==> config.mk <==
export PLATFORM = sky130hd
export DESIGN_NAME = machine_timer_clint
export DESIGN_NICKNAME = d
export VERILOG_FILES = /design/src/rtl/machine_timer_clint.sv
export SDC_FILE = /design/constraint.sdc
export NUM_CORES = 1
export LEC_CHECK = 0
export CAP_MARGIN = 20
export CORE_MARGIN = 8
export CORE_UTILIZATION = 52
export CTS_CLUSTER_SIZE = 24
export DETAILED_ROUTE_END_ITERATION = 7
export GPL_ROUTABILITY_DRIVEN = 0
export GPL_TIMING_DRIVEN = 0
export PLACE_DENSITY = 0.77
export SLEW_MARGIN = 20
export SYNTH_ARGS = -nofsm -noshare
export SYNTH_HDL_FRONTEND = slang
export SYNTH_SLANG_ARGS = --single-unit
==> constraint.sdc <==
create_clock -name clk -period 3.4 [get_ports clk]
set_input_delay 0.34 -clock clk [delete_from_list [all_inputs] [get_ports clk]]
set_output_delay 0.34 -clock clk [all_outputs]
set_load 0.1 [all_outputs]
==> src/rtl/machine_timer_clint.sv <==
// Purpose: CLINT-style machine timer (64-bit mtime/mtimecmp) and software-interrupt register for the RV32IM core.
// Latency: a bus response comes one cycle after acceptance; the irq outputs are registered one cycle after the compare inputs.
// Backpressure: at most one request is outstanding; req_ready drops while a response is pending, so accesses run one every two cycles.
module machine_timer_clint #(
    parameter int unsigned PRESCALE       = 1,
    parameter logic [63:0] MTIMECMP_RESET = 64'hFFFF_FFFF_FFFF_FFFF
) (
    input  logic        clk,
    input  logic        rst_n,
    input  logic        req_valid,
    output logic        req_ready,
    input  logic        req_we,
    input  logic [15:0] req_addr,
    input  logic [31:0] req_wdata,
    output logic        rsp_valid,
    output logic [31:0] rsp_rdata,
    output logic        rsp_err,
    output logic        timer_irq,
    output logic        soft_irq,
    output logic [63:0] mtime_o
);

    localparam logic [15:0] ADDR_MSIP    = 16'h0000;
    localparam logic [15:0] ADDR_CMP_LO  = 16'h4000;
    localparam logic [15:0] ADDR_CMP_HI  = 16'h4004;
    localparam logic [15:0] ADDR_TIME_LO = 16'hBFF8;
    localparam logic [15:0] ADDR_TIME_HI = 16'hBFFC;
    localparam logic [15:0] PRESCALE_MAX = 16'(PRESCALE - 1);

    logic [63:0] mtime;
    logic [63:0] mtimecmp;
    logic        msip;
    logic [15:0] pre_cnt;
    logic        tick;
    logic        accept;
    logic        wr;
    logic        sel_msip;
    logic        sel_cmp_lo;
    logic        sel_cmp_hi;
    logic        sel_time_lo;
    logic        sel_time_hi;
    logic        addr_err;
    logic [31:0] rd_val;

    // Ready is tied to reset so nothing is accepted while the block is held in reset.
    assign req_ready = rst_n & ~rsp_valid;
    assign accept    = req_valid & req_ready;
    assign wr        = accept & req_we;
    assign tick      = (pre_cnt == PRESCALE_MAX);
    assign mtime_o   = mtime;

    // Address decode; misaligned offsets never match an entry and so fall into the error case.
    always_comb begin
        sel_msip    = 1'b0;
        sel_cmp_lo  = 1'b0;
        sel_cmp_hi  = 1'b0;
        sel_time_lo = 1'b0;
        sel_time_hi = 1'b0;
        addr_err    = 1'b0;
        rd_val      = 32'd0;
        case (req_addr)
            ADDR_MSIP: begin
                sel_msip = 1'b1;
                rd_val   = {31'd0, msip};
            end
            ADDR_CMP_LO: begin
                sel_cmp_lo = 1'b1;
                rd_val     = mtimecmp[31:0];
            end
            ADDR_CMP_HI: begin
                sel_cmp_hi = 1'b1;
                rd_val     = mtimecmp[63:32];
            end
            ADDR_TIME_LO: begin
                sel_time_lo = 1'b1;
                rd_val      = mtime[31:0];
            end
            ADDR_TIME_HI: begin
                sel_time_hi = 1'b1;
                rd_val      = mtime[63:32];
            end
            default: addr_err = 1'b1;
        endcase
    end

    // Free-running prescaler; bus writes never disturb it.
    always_ff @(posedge clk or negedge rst_n) begin
        if (!rst_n) begin
            pre_cnt <= 16'd0;
        end else if (tick) begin
            pre_cnt <= 16'd0;
        end else begin
            pre_cnt <= pre_cnt + 16'd1;
        end
    end

    // mtime: a write to either half wins over the tick and suppresses that cycle's increment entirely.
    always_ff @(posedge clk or negedge rst_n) begin
        if (!rst_n) begin
            mtime <= 64'd0;
        end else if (wr && sel_time_lo) begin
            mtime[31:0] <= req_wdata;
        end else if (wr && sel_time_hi) begin
            mtime[63:32] <= req_wdata;
        end else if (tick) begin
            mtime <= mtime + 64'd1;
        end
    end

    // Software-owned compare and msip registers; only bus writes change them.
    always_ff @(posedge clk or negedge rst_n) begin
        if (!rst_n) begin
            mtimecmp <= MTIMECMP_RESET;
            msip     <= 1'b0;
        end else begin
            if (wr && sel_cmp_lo) mtimecmp[31:0]  <= req_wdata;
            if (wr && sel_cmp_hi) mtimecmp[63:32] <= req_wdata;
            if (wr && sel_msip)   msip            <= req_wdata[0];
        end
    end

    // One-cycle registered response; read data reflects register values before this cycle's updates.
    always_ff @(posedge clk or negedge rst_n) begin
        if (!rst_n) begin
            rsp_valid <= 1'b0;
            rsp_rdata <= 32'd0;
            rsp_err   <= 1'b0;
        end else begin
            rsp_valid <= accept;
            rsp_err   <= accept & addr_err;
            rsp_rdata <= (accept && !req_we && !addr_err) ? rd_val : 32'd0;
        end
    end

    // Level interrupts, registered from the current register values.
    always_ff @(posedge clk or negedge rst_n) begin
        if (!rst_n) begin
            timer_irq <= 1'b0;
            soft_irq  <= 1'b0;
        end else begin
            timer_irq <= (mtime >= mtimecmp);
            soft_irq  <= msip;
        end
    end

endmodule

# Word level (Yosys, flattened, before mapping)
# Cells that the tools add are included.
[op_classes]
bitwise_logic = 6
reduce_logical = 15
n_eq_ne = 5
order_cmp = 1
mux = 13
n_addsub = 2
[op_table]
columns = ["op", "n"]
rows = [
  ["$pmux W32 S5", 1],
  ["$mux W32", 4],
  ["$add A64 B1 Y64 const B", 1],
  ["$ge A64 B64 Y1", 1],
  ["$mux W64", 1],
  ["$eq A16 B15 Y1 const B", 2],
  ["$eq A16 B16 Y1 const B", 2],
  ["$logic_not A16 Y1", 2],
  ["$add A16 B1 Y16 const B", 1],
  ["$mux W16", 1],
  ["$logic_and A1 B1 Y1", 7],
  ["$mux W1", 6],
  ["$reduce_or A5 Y1", 1],
  ["$and A1 B1 Y1", 4],
  ["$reduce_and A2 Y1", 2],
  ["$reduce_bool A2 Y1", 2],
  ["$ne A2 B2 Y1 const B", 1],
  ["$not A1 Y1", 2],
  ["$logic_not A1 Y1", 1],
]
[totals]
word_cells = 53
ff_bits = 181
out_inout_bits = 101
in_bits = 52

# Depth between registers and ports, before layout
[depth]
depth_word = 7
depth_mapped = 10
depth_no_buf = 8

# Worst setup path before layout
# No wires, ideal clock.
[synth_path]
path_kind = "flip-flop to flip-flop"
from = "register mtime[0] (netlist: mtime_o[0])"
to = "register mtime[58] (netlist: mtime_o[58])"
period_less_slack_ns = 3.245
setup_time_ns = 0.125
path_slack_ns = 0.155
t_required_ns = 3.275
n_path_buf = 1
t_arrival_ns = 3.120
path_stages_with_launch = 9
cell_sequence = "dfrtp_1 > ha_1 > nand4_1 > or4_4 > or4_1 > buf_2 > o31a_1 > nor3_1 > nor2_1"
[synth_via]
elab_chain_len = 3
[synth_rtl]
columns = ["item", "line_no", "source"]
rows = [
  ["start, declared", "30", "logic [63:0] mtime;"],
  ["start signal, assigned", "102", "mtime[31:0] <= req_wdata;"],
  ["start signal, assigned", "106", "mtime <= mtime + 64'd1;"],
  ["$add A64 B1 Y64", "106", ""],
  ["$mux W64", "105", "end else if (tick) begin"],
  ["$mux W32", "103", "end else if (wr && sel_time_hi) begin"],
]
# No other way between the ends. The select of a mux whose other input is x is not followed.
# A chain may end at the register's enable or synchronous reset.

# Final worst setup path
[layout_path]
from = "register mtime[0] (netlist: mtime_o[0])"
to = "register timer_irq"
[layout_via]
elab_chain_len = 1
[layout_rtl]
columns = ["item", "line_no", "source"]
rows = [
  ["$ge A64 B64 Y1", "141", "timer_irq <= (mtime >= mtimecmp);"],
  ["end signal, assigned", "141", ""],
  ["end, declared", "18", "output logic timer_irq,"],
]
# No other way between the ends.

==> results by stage <==
Synthesis:
- The number of synthesized flops with an enable pin is 0.
- Counting every net in the synthesized netlist gives 1325.
- Of the synthesized area, sequential elements account for 0.426.
- The gate count of the mapped netlist is 1206.
- The share of flip-flops with an asynchronous set or reset after synthesis is 1.00.
- The mapped netlist covers between 10000 and 15000 um^2.
- After synthesis, the netlist uses 72 different library cells.
- In this run, synthesis produced a sequential element count of roughly 180.
- After synthesis, the mean cell area works out to approximately 9 um^2.
- The Yosys step of the flow raised 0 warnings.
- In the synthesized netlist the dominant register cell turns out to be sky130_fd_sc_hd__dfrtp_1.

Layout:
- The net count reported at finish is 1499.
- Registers take 4610 um^2.
- The area of combinational cells with multiple inputs is 5690 um^2.
- Compared with the post-synthesis result, the final layout area differs by 23.6%.
- The finished cells cover 13400 um^2.
- The fill cell instance count of the final layout is 1696.
- Leaving out fill and tap cells, the most frequent cells in the layout are sky130_fd_sc_hd__nand2_1 (172), sky130_fd_sc_hd__clkdlybuf4s50_1 (151), sky130_fd_sc_hd__dfrtp_1 (117), sky130_fd_sc_hd__o21ai_0 (98), sky130_fd_sc_hd__inv_1 (79).
- Of the cells placed in the final design, the portion with a size suffix greater than 1 is 0.0940.
- For this run, the share of the core covered by cells in the final layout is 0.658.
- The commonest non-fill, non-tap cell in the layout is sky130_fd_sc_hd__nand2_1.
- 0 antenna diodes ended up in the layout.

Power and ir drop:
- The total leakage power is 5.79 nW.
- The power density relative to cell area is roughly 350 nW/um^2.
- Of the total power, the share spent switching nets is 0.271.
- The worst-case IR drop observed on VDD is 350 uV.
- The overall power of the completed layout is 4.67 mW.
- The relative contribution of combinational cells to total power is 0.080.
- The share of total power dissipated in sequential elements is 0.472.
- In this run the power spent charging and discharging nets is about 1.3 mW.
- The internal power of the cells totals 3.41 mW.
- The clock network power share is 0.449.

STA:
- The highest achievable clock rate is slightly above 0.3 GHz.
- The worst path needs roughly 3.2 ns of the cycle, external delays included.
- The worst setup skew after layout is approximately 0.012 ns.
- The smallest setup slack after layout is between 0.15 and 0.2 ns.
- The actual transition at the worst max-transition pin is roughly 1.1 ns.
- Setup repair after global routing left no endpoint under its margin.
- The final-layout worst hold slack is 0.386 ns.
- In the finished design, the share of the clock period the worst path needs comes to 0.944.
- Setup violations remaining at the end of the flow were counted as 0.
- The hold violation count in the final report is 0.
- Headroom to the max-slew limit came out at 0.243.
- The number of pins exceeding their max-slew limit in the final report came to 0.

CTS:
- The clock transition at the register clock pins on the worst setup and hold paths after CTS is 0.07 ns.
- The number of buffers inserted by post-CTS setup repair is 0.
- The clock passes through at most 2 buffers.
- The clock reaches the later pin of the worst-skew pair after 0.45 ns.
- The maximum level of the CTS H-tree is 4.
- Counting every sink on the clock net gives 181.
- The clock tree root buffer cell is sky130_fd_sc_hd__clkbuf_16.
- Clock tree synthesis inserted a total of 17 buffers.
- TritonCTS built the clock tree.

Floorplanning:
- Measured along the x axis, the die boundary spans 160 um.
- In this run the count of I/O pins placed on the die edge is 153.
- The floorplan step set the die height to 160 um.
- The total die area is 25700 um^2.
- For this configuration, the core starts out at a cell density of 0.533.
- The total area inside the core boundary comes to 20300 um^2.
- The cell row count is 52.

Global routing:
- The first-pass GRT wire length is slightly above 60000 um.
- The total grt overflow is 0.
- The overall routing resource usage is 0.309.
- The via count of the first global-routing pass came to 10700.
- The pin count of the biggest net entering global routing is 87.
- The number of antenna violations at the first check in global routing was 0.

Setup path:
- The worst register-to-register path has a setup slack of 0.19 ns.
- The arrival time at the worst endpoint is ~3.5 ns.
- The critical path start-end classification is flip-flop to flip-flop.
- The critical path endpoint category is a flip-flop.
- The biggest fanout along the worst timing path is 7.
- The required time at the endpoint of the critical path is 3.69 ns.
- The startpoint type of the worst setup path is a flip-flop.

Routing:
- The mean routed wirelength per cell is around 24 um.
- The number of design-rule violations left by the first detailed-router iteration is 1621.
- The count of antenna-violating nets left after detailed routing is 0.
- In the routed design, unresolved DRC markers number 0.
- The detailed router placed ~11000 vias in this run.
- The final wirelength is roughly 40000 um.
- Dividing the detail-routed via count by the number of cells gives roughly 6.6.
- The first detailed-routing pass took 7 iterations.

Outcome:
- The run finished with clean final reports.

Place:
- The total half-perimeter wirelength after legalization and detailed placement is 29300 um.
- The number of input and output port buffers inserted is 152.
- Prior to clock tree synthesis, the placed netlist has a worst setup slack of -0.0945 ns.
- The cell area after placement is between 10000 and 15000 um^2.

Hold path:
- The tightest min-delay check is of the primary input to async pin type.

Flow run:
- Across the run, the number of max-cap violations was 0.
## synthesized netlist by cell type, drive strengths merged (3+ instances only)
library cell  count  area share
o41ai             3      0.0024
xor2             23       0.019
mux2              7      0.0073
a22oi            16       0.011
or4               6      0.0049
a22o             33       0.027
mux2i             8      0.0074
a222oi           15       0.014
dfrtp           117        0.27
dfstp            64        0.16
nor2             65       0.023
ha               67       0.078
inv              79       0.027
nand3            52       0.025
nand4            52       0.031
nand4b            4      0.0032
o31ai             3      0.0021
nor4             39       0.024
and3             17       0.010
and2              6      0.0035
nor3             21       0.011
a221o             5      0.0046
a21o              7      0.0049
a211oi            6      0.0046
o21ai            99       0.046
nor4b             3      0.0024
buf               6      0.0027
nand2b            4      0.0023
clkbuf           52       0.018
o21a              4      0.0028
o211ai            8      0.0056
and4             12      0.0098
o22ai             7      0.0040
xnor2            24       0.019
a21oi            61       0.028
nor2b             4      0.0023
nand2           172       0.060
or3               3      0.0017
## power by group through the flow
stage	clock (mW)	combinational, mW	sequential (mW)
final	2.10	0.373	2.20
after global routing	2.17	0.390	2.21
after CTS	2.10	0.370	2.20
after detailed placement	0	0.368	2.24
after global placement	0	0.357	2.24
after floorplan	0	0.0566	2.34
## logic make-up (layout without fill, tap and decap cells)
logic type / count (synthesis) / after routing / synth area share
xor gates and xnor gates: 47 / 47 / 0.0381
and+or+nand+nor: 472 / 472 / 0.222
adders and majority gates: 67 / 67 / 0.0775
AOI/OAI and AO/OA: 287 / 287 / 0.173
muxes: 15 / 15 / 0.0147
DFF: 181 / 181 / 0.426
buffers and inverters: 137 / 324 / 0.0481
## critical path, stage by stage, from the launching register on
cell                        delay (ns)
sky130_fd_sc_hd__dfrtp_1          0.51
sky130_fd_sc_hd__inv_1            0.08
sky130_fd_sc_hd__ha_1             0.28
sky130_fd_sc_hd__nand2b_1         0.15
sky130_fd_sc_hd__a2111oi_0        0.65
sky130_fd_sc_hd__o311ai_0         0.41
sky130_fd_sc_hd__a211oi_1         0.56
sky130_fd_sc_hd__o41ai_1          0.17
sky130_fd_sc_hd__nand4b_1         0.25
## stage by stage
| stage | instances | setup TNS, ns |
|---|---|---|
| 6_report | 1663 | 0 |
| 3_3_place_gp | 1628 | -1858.46 |
| 2_1_floorplan | 1206 | 0 |
| 5_1_grt | 1663 | 0 |
| 3_5_place_dp | 1630 | -0.879 |
| 4_1_cts | 1663 | 0 |
## state kept, by name (all words and copies together), names as in the netlist
signal / count
mtimecmp: 64
soft_irq: 1
msip: 1
pre_cnt: 16
timer_irq: 1
mtime_o: 64
rsp_err: 1
rsp_valid: 1
rsp_rdata: 32
## repair_timing
action | 4_1_cts | 5_1_grt
resized for setup | 0 | 3
hold buffers | 1 | 0
endpoints found under the hold margin | 32 | 0
endpoints found under the setup margin | 0 | 5
## final timing paths
check | start | to | depth (start not counted)
max | mtime_o[0] | timer_irq | 8
min | rst_n | pre_cnt[11] | 2
max reg2reg | mtime_o[0] | timer_irq | 8
min reg2reg | msip | soft_irq | 0
max in group asynchronous | rst_n | mtimecmp[18] | 4
min in group clk | msip | soft_irq | 0
## routing by layer
metal | routed length [um] | track usage
met3 | 5620 | 0.107
met5 | 0 | 0
met4 | 2290 | 0.164
met1 | 14900 | 0.392
met2 | 17100 | 0.456
## cell type report
cell class,instances,area share
multi-input combinational,888,0.426
inverter,79,0.0222
sequential,181,0.345
clock inverter,15,0.0139
timing repair buffer,155,0.119
clock buffer,17,0.0318
buffer,58,0.0169
tap,270,0.0253
No activity file was read; power rests on OpenSTA's default activity.
